## src/rtl/key_conditioner_if.sv

```systemverilog
// key_conditioner_if: key-input bundle between the button front end and the watch core.
//   KEY_RAW   : raw button levels, 1 = pressed, asynchronous to the clock
//   KEY_LEVEL : debounced key levels
//   KEY_PULSE : one-cycle pulse per accepted press and per auto-repeat
//   KEY_CODE  : index of the reported key event (lowest pulsing key)
//   KEY_VALID : qualifies KEY_CODE for one cycle
// Modports: master drives KEY_RAW and observes the conditioned keys; slave is the conditioner.
interface key_conditioner_if #(
    parameter int unsigned N_KEYS = 10
);
    logic [N_KEYS-1:0] KEY_RAW;
    logic [N_KEYS-1:0] KEY_LEVEL;
    logic [N_KEYS-1:0] KEY_PULSE;
    logic [3:0]        KEY_CODE;
    logic              KEY_VALID;

    modport master (
        output KEY_RAW,
        input  KEY_LEVEL,
        input  KEY_PULSE,
        input  KEY_CODE,
        input  KEY_VALID
    );

    modport slave (
        input  KEY_RAW,
        output KEY_LEVEL,
        output KEY_PULSE,
        output KEY_CODE,
        output KEY_VALID
    );
endinterface

```

## src/rtl/key_conditioner.sv

```systemverilog
// key_conditioner: synchronises and debounces raw push-button levels, emits one-cycle press
// pulses, auto-repeats a held key from REPEAT_MASK and encodes the lowest pulsing key.
// Ports:
//   CLK_1k : system clock (1 kHz)
//   RESET  : asynchronous active-low reset
//   kc     : key bundle (slave) - KEY_RAW in; KEY_LEVEL, KEY_PULSE, KEY_CODE, KEY_VALID out
// Pipeline: sync (2 flops) -> debounced level lvl_q -> registered outputs. The repeat engine
// acts on lvl_q transitions; its fire is staged through rep_q so repeat pulses line up with
// press pulses on the output register.
module key_conditioner #(
    parameter int unsigned       N_KEYS      = 10,
    parameter int unsigned       DB_CYCLES   = 20,
    parameter int unsigned       HOLD_CYCLES = 500,
    parameter int unsigned       REP_CYCLES  = 100,
    parameter logic [N_KEYS-1:0] REPEAT_MASK = 10'b0000001111
) (
    input logic              CLK_1k,
    input logic              RESET,
    key_conditioner_if.slave kc
);

    localparam logic [7:0] DbLast   = 8'(DB_CYCLES - 1);
    localparam logic [9:0] HoldLast = 10'(HOLD_CYCLES - 1);
    localparam logic [9:0] RepLast  = 10'(REP_CYCLES - 1);

    typedef enum logic [1:0] {StIdle, StHold, StRepeat} state_e;

    function automatic logic [3:0] lowest_idx(input logic [N_KEYS-1:0] v);
        logic [3:0] idx;
        logic       found;
        idx   = '0;
        found = 1'b0;
        for (int unsigned i = 0; i < N_KEYS; i++) begin
            if (v[i] && !found) begin
                idx   = 4'(i);
                found = 1'b1;
            end
        end
        return idx;
    endfunction

    // Synchroniser
    logic [N_KEYS-1:0] s1_q, s2_q;

    // Debouncer
    logic [7:0]        cnt_q [N_KEYS];
    logic [7:0]        cnt_d [N_KEYS];
    logic [N_KEYS-1:0] lvl_q, lvl_d;
    logic [N_KEYS-1:0] press, fall, masked_press;

    // Repeat engine
    state_e            state_q, state_d;
    logic [3:0]        trk_q, trk_d;
    logic [9:0]        rc_q, rc_d;
    logic [N_KEYS-1:0] rep_q, rep_d;

    // Output registers
    logic [N_KEYS-1:0] level_q, level_d;
    logic [N_KEYS-1:0] pulse_q, pulse_d;
    logic [3:0]        code_q, code_d;
    logic              valid_q, valid_d;

    always_comb begin
        lvl_d = lvl_q;
        for (int unsigned i = 0; i < N_KEYS; i++) begin
            cnt_d[i] = '0;
            if (s2_q[i] != lvl_q[i]) begin
                if (cnt_q[i] == DbLast) begin
                    lvl_d[i] = ~lvl_q[i];
                end else begin
                    cnt_d[i] = cnt_q[i] + 8'd1;
                end
            end
        end
    end

    assign press        = lvl_d & ~lvl_q;
    assign fall         = lvl_q & ~lvl_d;
    assign masked_press = press & REPEAT_MASK;

    // Priority, lowest to highest: timed repeat, release of the tracked key, new masked press.
    always_comb begin
        state_d = state_q;
        trk_d   = trk_q;
        rc_d    = rc_q;
        rep_d   = '0;

        case (state_q)
            StHold: begin
                if (rc_q == HoldLast) begin
                    rep_d[trk_q] = 1'b1;
                    rc_d         = '0;
                    state_d      = StRepeat;
                end else begin
                    rc_d = rc_q + 10'd1;
                end
            end
            StRepeat: begin
                if (rc_q == RepLast) begin
                    rep_d[trk_q] = 1'b1;
                    rc_d         = '0;
                end else begin
                    rc_d = rc_q + 10'd1;
                end
            end
            default: begin
                rc_d = '0;
            end
        endcase

        if (state_q != StIdle && fall[trk_q]) begin
            state_d = StIdle;
            rc_d    = '0;
            rep_d   = '0;
        end

        if (|masked_press) begin
            trk_d   = lowest_idx(masked_press);
            state_d = StHold;
            rc_d    = '0;
            rep_d   = '0;
        end
    end

    always_comb begin
        level_d = lvl_q;
        pulse_d = (lvl_q & ~level_q) | rep_q;
        valid_d = |pulse_d;
        code_d  = code_q;
        if (valid_d) begin
            code_d = lowest_idx(pulse_d);
        end
    end

    always_ff @(posedge CLK_1k or negedge RESET) begin
        if (!RESET) begin
            s1_q    <= '0;
            s2_q    <= '0;
            cnt_q   <= '{default: '0};
            lvl_q   <= '0;
            state_q <= StIdle;
            trk_q   <= '0;
            rc_q    <= '0;
            rep_q   <= '0;
            level_q <= '0;
            pulse_q <= '0;
            code_q  <= '0;
            valid_q <= 1'b0;
        end else begin
            s1_q    <= kc.KEY_RAW;
            s2_q    <= s1_q;
            cnt_q   <= cnt_d;
            lvl_q   <= lvl_d;
            state_q <= state_d;
            trk_q   <= trk_d;
            rc_q    <= rc_d;
            rep_q   <= rep_d;
            level_q <= level_d;
            pulse_q <= pulse_d;
            code_q  <= code_d;
            valid_q <= valid_d;
        end
    end

    assign kc.KEY_LEVEL = level_q;
    assign kc.KEY_PULSE = pulse_q;
    assign kc.KEY_CODE  = code_q;
    assign kc.KEY_VALID = valid_q;

endmodule

```

## src/flat_wrapper.sv

```systemverilog
// flat-port wrapper written by rule: the top's interface ports become plain ports
module key_conditioner_flat 
#(
    parameter int unsigned       N_KEYS      = 10,
    parameter int unsigned       DB_CYCLES   = 20,
    parameter int unsigned       HOLD_CYCLES = 500,
    parameter int unsigned       REP_CYCLES  = 100,
    parameter logic [N_KEYS-1:0] REPEAT_MASK = 10'b0000001111
)
  (CLK_1k, RESET, kc_KEY_RAW, kc_KEY_LEVEL, kc_KEY_PULSE, kc_KEY_CODE, kc_KEY_VALID);
  key_conditioner_if #(.N_KEYS(N_KEYS)) kc_i ();
  input logic CLK_1k;
  input logic RESET;
  input wire logic [$bits(kc_i.KEY_RAW)-1:0] kc_KEY_RAW;
  output wire logic [$bits(kc_i.KEY_LEVEL)-1:0] kc_KEY_LEVEL;
  output wire logic [$bits(kc_i.KEY_PULSE)-1:0] kc_KEY_PULSE;
  output wire logic [$bits(kc_i.KEY_CODE)-1:0] kc_KEY_CODE;
  output wire logic [$bits(kc_i.KEY_VALID)-1:0] kc_KEY_VALID;
  assign kc_i.KEY_RAW = kc_KEY_RAW;
  assign kc_KEY_LEVEL = kc_i.KEY_LEVEL;
  assign kc_KEY_PULSE = kc_i.KEY_PULSE;
  assign kc_KEY_CODE = kc_i.KEY_CODE;
  assign kc_KEY_VALID = kc_i.KEY_VALID;
  key_conditioner #(.N_KEYS(N_KEYS), .DB_CYCLES(DB_CYCLES), .HOLD_CYCLES(HOLD_CYCLES), .REP_CYCLES(REP_CYCLES), .REPEAT_MASK(REPEAT_MASK)) u_core (.CLK_1k(CLK_1k), .RESET(RESET), .kc(kc_i));
endmodule
```

## config.mk

```make
export PLATFORM = sky130hd
export DESIGN_NAME = key_conditioner_flat
export DESIGN_NICKNAME = d
export VERILOG_FILES = /design/src/rtl/key_conditioner_if.sv /design/src/rtl/key_conditioner.sv /design/src/flat_wrapper.sv
export SDC_FILE = /design/constraint.sdc
export NUM_CORES = 1
export LEC_CHECK = 0
export BUFFER_PORTS_ARGS = -buffer_cell sky130_fd_sc_hd__buf_2
export CAP_MARGIN = 10
export CORE_AREA = 2 2 102 114
export CTS_BUF_LIST = sky130_fd_sc_hd__clkbuf_8 sky130_fd_sc_hd__clkbuf_16
export CTS_CLUSTER_DIAMETER = 60
export DETAILED_ROUTE_END_ITERATION = 8
export DIE_AREA = 0 0 104 116
export GPL_TIMING_DRIVEN = 0
export PLACE_DENSITY = 0.76
export SLEW_MARGIN = 40
export SYNTH_ARGS = -nofsm -noshare
export SYNTH_HDL_FRONTEND = slang
export SYNTH_SLANG_ARGS = --single-unit
```

## constraint.sdc

```tcl
create_clock -name CLK_1k -period 2.18 [get_ports CLK_1k]
set_input_delay 0.109 -clock CLK_1k [delete_from_list [all_inputs] [get_ports CLK_1k]]
set_output_delay 0.109 -clock CLK_1k [all_outputs]
set_load 0.05 [all_outputs]
```

==> impl_metrics.json <==
{
  "status": "complete, no violations",
  "tritoncts": "yes",
  "ys_types": 50,
  "synth_nets": 590,
  "cp-endpoint": "u_core.rep_q[2]$_DFF_PN0_",
  "p_leak_uw": 0.00365,
  "layout_setup_ws_ns": 0.101,
  "worstMarginPinSlew_ns": 0.664,
  "powerDensity_mw_per_mm2": 780,
  "async_flop_share": 1.00,
  "netlist.area_leader.share": 0.600,
  "post-route-min-period_ns": 2.08,
  "drt_first_iter_violations": 177,
  "antenna_found_initial": 0,
  "grt-busiest-layer": "met2",
  "syn2layout_area_growth_pct": 17.5,
  "r2r_start": "u_core.rc_q[0]$_DFF_PN0_",
  "path_class": "flop to flop",
  "die-height_um": 116,
  "ys.flop_type": "dfrtp_1",
  "first_global_vias": 4347,
  "yosysSeqAreaShare": 0.600,
  "ff2ff_setup_slack_ns": 0.10,
  "crit_path_frequent_cell": "nor3_1",
  "clock-skew-final_ns": 0.00562,
  "overflow": 0,
  "ios": 37,
  "timing.fmax_mhz": 481,
  "viasPerCell": 5.35,
  "die_x_um": 104,
  "synth_area_leaders": "dfrtp_1, xor2_1, nor2_1, xnor2_1, ha_1",
  "startpoint_type": "flop",
  "fillers": 798,
  "vdd_drop_max_mv": 0.445,
  "cts_max_level": 4,
  "worstPathCellList": "ha_1 > or4b_1 > nor3_1 > a22o_1 > nand3_1 > nor3_1",
  "grt_max_degree": 61,
  "worst_ep_required_time_ns": 2.51,
  "synth_edf_count": 0,
  "ctsLongestPathBuffers": 2,
  "crit_arrival_ns": 2.41,
  "critical_path.slowest_cell": "or4b_1",
  "synth_largest_area_cell": "dfrtp_1",
  "drt.antenna.violating_nets": 0,
  "netlist_instances": 564,
  "yosysWarnings": 0,
  "track_usage": 0.209,
  "yosysMostFrequentCell": "dfrtp_1",
  "clk_latency_ns": 0.42,
  "synth_seq_cells": 153,
  "dieArea_mm2": 0.0121,
  "reg2reg_depth": 6,
  "slew_headroom": 0.553,
  "dr.pass1.iters": 4,
  "worst_path_largest_cell_delay_ns": 0.48,
  "totalWireLength_mm": 11.5,
  "place_worst_setup_slack_ns": 0.000540,
  "path_clk_slew_ns": 0.06,
  "antenna_cells": 0,
  "hold-worst-slack_ns": 0.176,
  "drc_errors": 0,
  "period_share": 0.954,
  "critPathLaunch": "u_core.rc_q[0]$_DFF_PN0_",
  "cts.sinks": 153,
  "maxCapViolCount": 0,
  "rr_endpoint": "u_core.rep_q[2]$_DFF_PN0_",
  "endpoint_kind": "flop",
  "root_buffer": "clkbuf_16",
  "grt_pass1_wl_mm": 19.8,
  "cp_max_fo": 4,
  "core-area_mm2": 0.0108,
  "rsz0062_at_grt": "yes",
  "fin_setup_tns_ns": 0,
  "use_met1": 0.245,
  "use_met3": 0.0506,
  "slew_violations": 0,
  "grtUsageMet2": 0.371,
  "syn_avg_cell_area_um2": 11.3,
  "setup_viol": 0,
  "portBuffers": 36,
  "drive_gt1_frac": 0.138,
  "cts_buffers": 17,
  "wire_per_inst_um": 14.5,
  "hold_class": "input port to async pin",
  "syn_area_mm2": 0.00638,
  "fin_nets": 660,
  "hold_viol": 0,
  "routabilityCongestion": 0.832,
  "synth_common_cells": "dfrtp_1, nor2_1, xor2_1, nand2_1, nand3_1",
  "initial_core_util": 0.590,
  "rows": 40,
  "dp.final_hpwl_mm": 7.60,
  "vias": 4231
}
[cell usage in the layout (no fill, tap or decap), types with 14 or more instances in the layout]
cell,n
and2_1,17
a21oi_1,16
nand3_1,25
xnor2_1,21
xor2_1,49
buf_2,36
ha_1,14
nor2_1,73
nand2_1,44
clkbuf_16,17
dfrtp_1,153
nor3_1,22
nand4_1,19
inv_1,22
[worst max-delay path: cells and delay by family (launching register included)]
family / cells / cell delay, ns
compound gates: 1 / 0.27
simple gates: 4 / 1.12
fa+ha+maj: 1 / 0.21
flops: 1 / 0.39
[stage by stage]
step           utilization  instances  power, uW  area (um2)
3_3_place_gp         0.624        747       3190        6750
4_1_cts              0.692        791       5890        7480
5_1_grt              0.694        791       6060        7500
3_5_place_dp         0.630        749       3210        6810
2_1_floorplan            -        564       3100        6380
6_report             0.694        791       5850        7500
[per-layer routing]
layer / wire, um / part of all wire
met1: 4930 / 0.43
met2: 5970 / 0.52
met3: 350 / 0.030
met4: 234 / 0.020
met5: 0 / 0
[area by class of cell]
type                    instances  area (um2)  share of cell area
plain buffers                   3        20.0             0.00267
clock buffers                  24         522              0.0695
clock inverters                 5        21.3             0.00284
inverters                      19        71.3             0.00951
multi-input cells             389        2480               0.331
flip-flops and latches        153        3830               0.510
well taps                     147         184              0.0245
repair buffers                 51         370              0.0494
[report_power, final]
| part | switching, uW | internal, uW | leakage, uW | total, uW |
|---|---|---|---|---|
| sequential | 56.7 | 2910 | 0.00207 | 2960 |
| clock | 1040 | 1630 | 0.000284 | 2670 |
| combinational | 127 | 85.9 | 0.00130 | 212 |
[flip-flops by register name, indices dropped and copies added, names as in the netlist, 4 cells and up, named ones only]
signal,cells
u_core.cnt_q,80
u_core.rep_q,4
u_core.s2_q,10
u_core.kc.KEY_PULSE,10
u_core.kc.KEY_CODE,4
u_core.level_d,4
u_core.rc_q,10
u_core.s1_q,10
u_core.kc.KEY_LEVEL,10
[worst min path at each step]
stage	startpoint	to	slack [ns]	cells after the start
2_1_floorplan	RESET	async pin	-0.19	0
3_3_place_gp	kc_KEY_RAW[1]	u_core.s1_q[1]$_DFF_PN0_	0.22	1
3_5_place_dp	RESET	u_core.cnt_q[5]$_DFF_PN0_	0.03	1
4_1_cts	RESET	u_core.cnt_q[5]$_DFF_PN0_	0.19	2
5_1_grt	RESET	u_core.cnt_q[5]$_DFF_PN0_	0.22	2
6_report	RESET	u_core.cnt_q[5]$_DFF_PN0_	0.18	2
[timing repair]
item / 4_1_cts / 5_1_grt
setup buffers: 2 / 0
setup endpoints to repair: 10 / 13
hold buffers: 11 / 0
hold endpoints to repair: 163 / 0
pin swaps: 1 / 0
resized for setup: 0 / 4
[cell families after synthesis]
| family | count (synthesis) | share of synthesized area |
|---|---|---|
| AND/OR/NAND/NOR | 254 | 0.206 |
| flip-flops | 153 | 0.600 |
| XOR/XNOR | 70 | 0.0961 |
| AO/OA/AOI/OAI | 43 | 0.0422 |
| buffers and inverters | 22 | 0.0143 |
| adder cells (fa/ha/maj) | 14 | 0.0274 |
| multiplexers | 8 | 0.0141 |
Power figures use the tool's default switching activity.
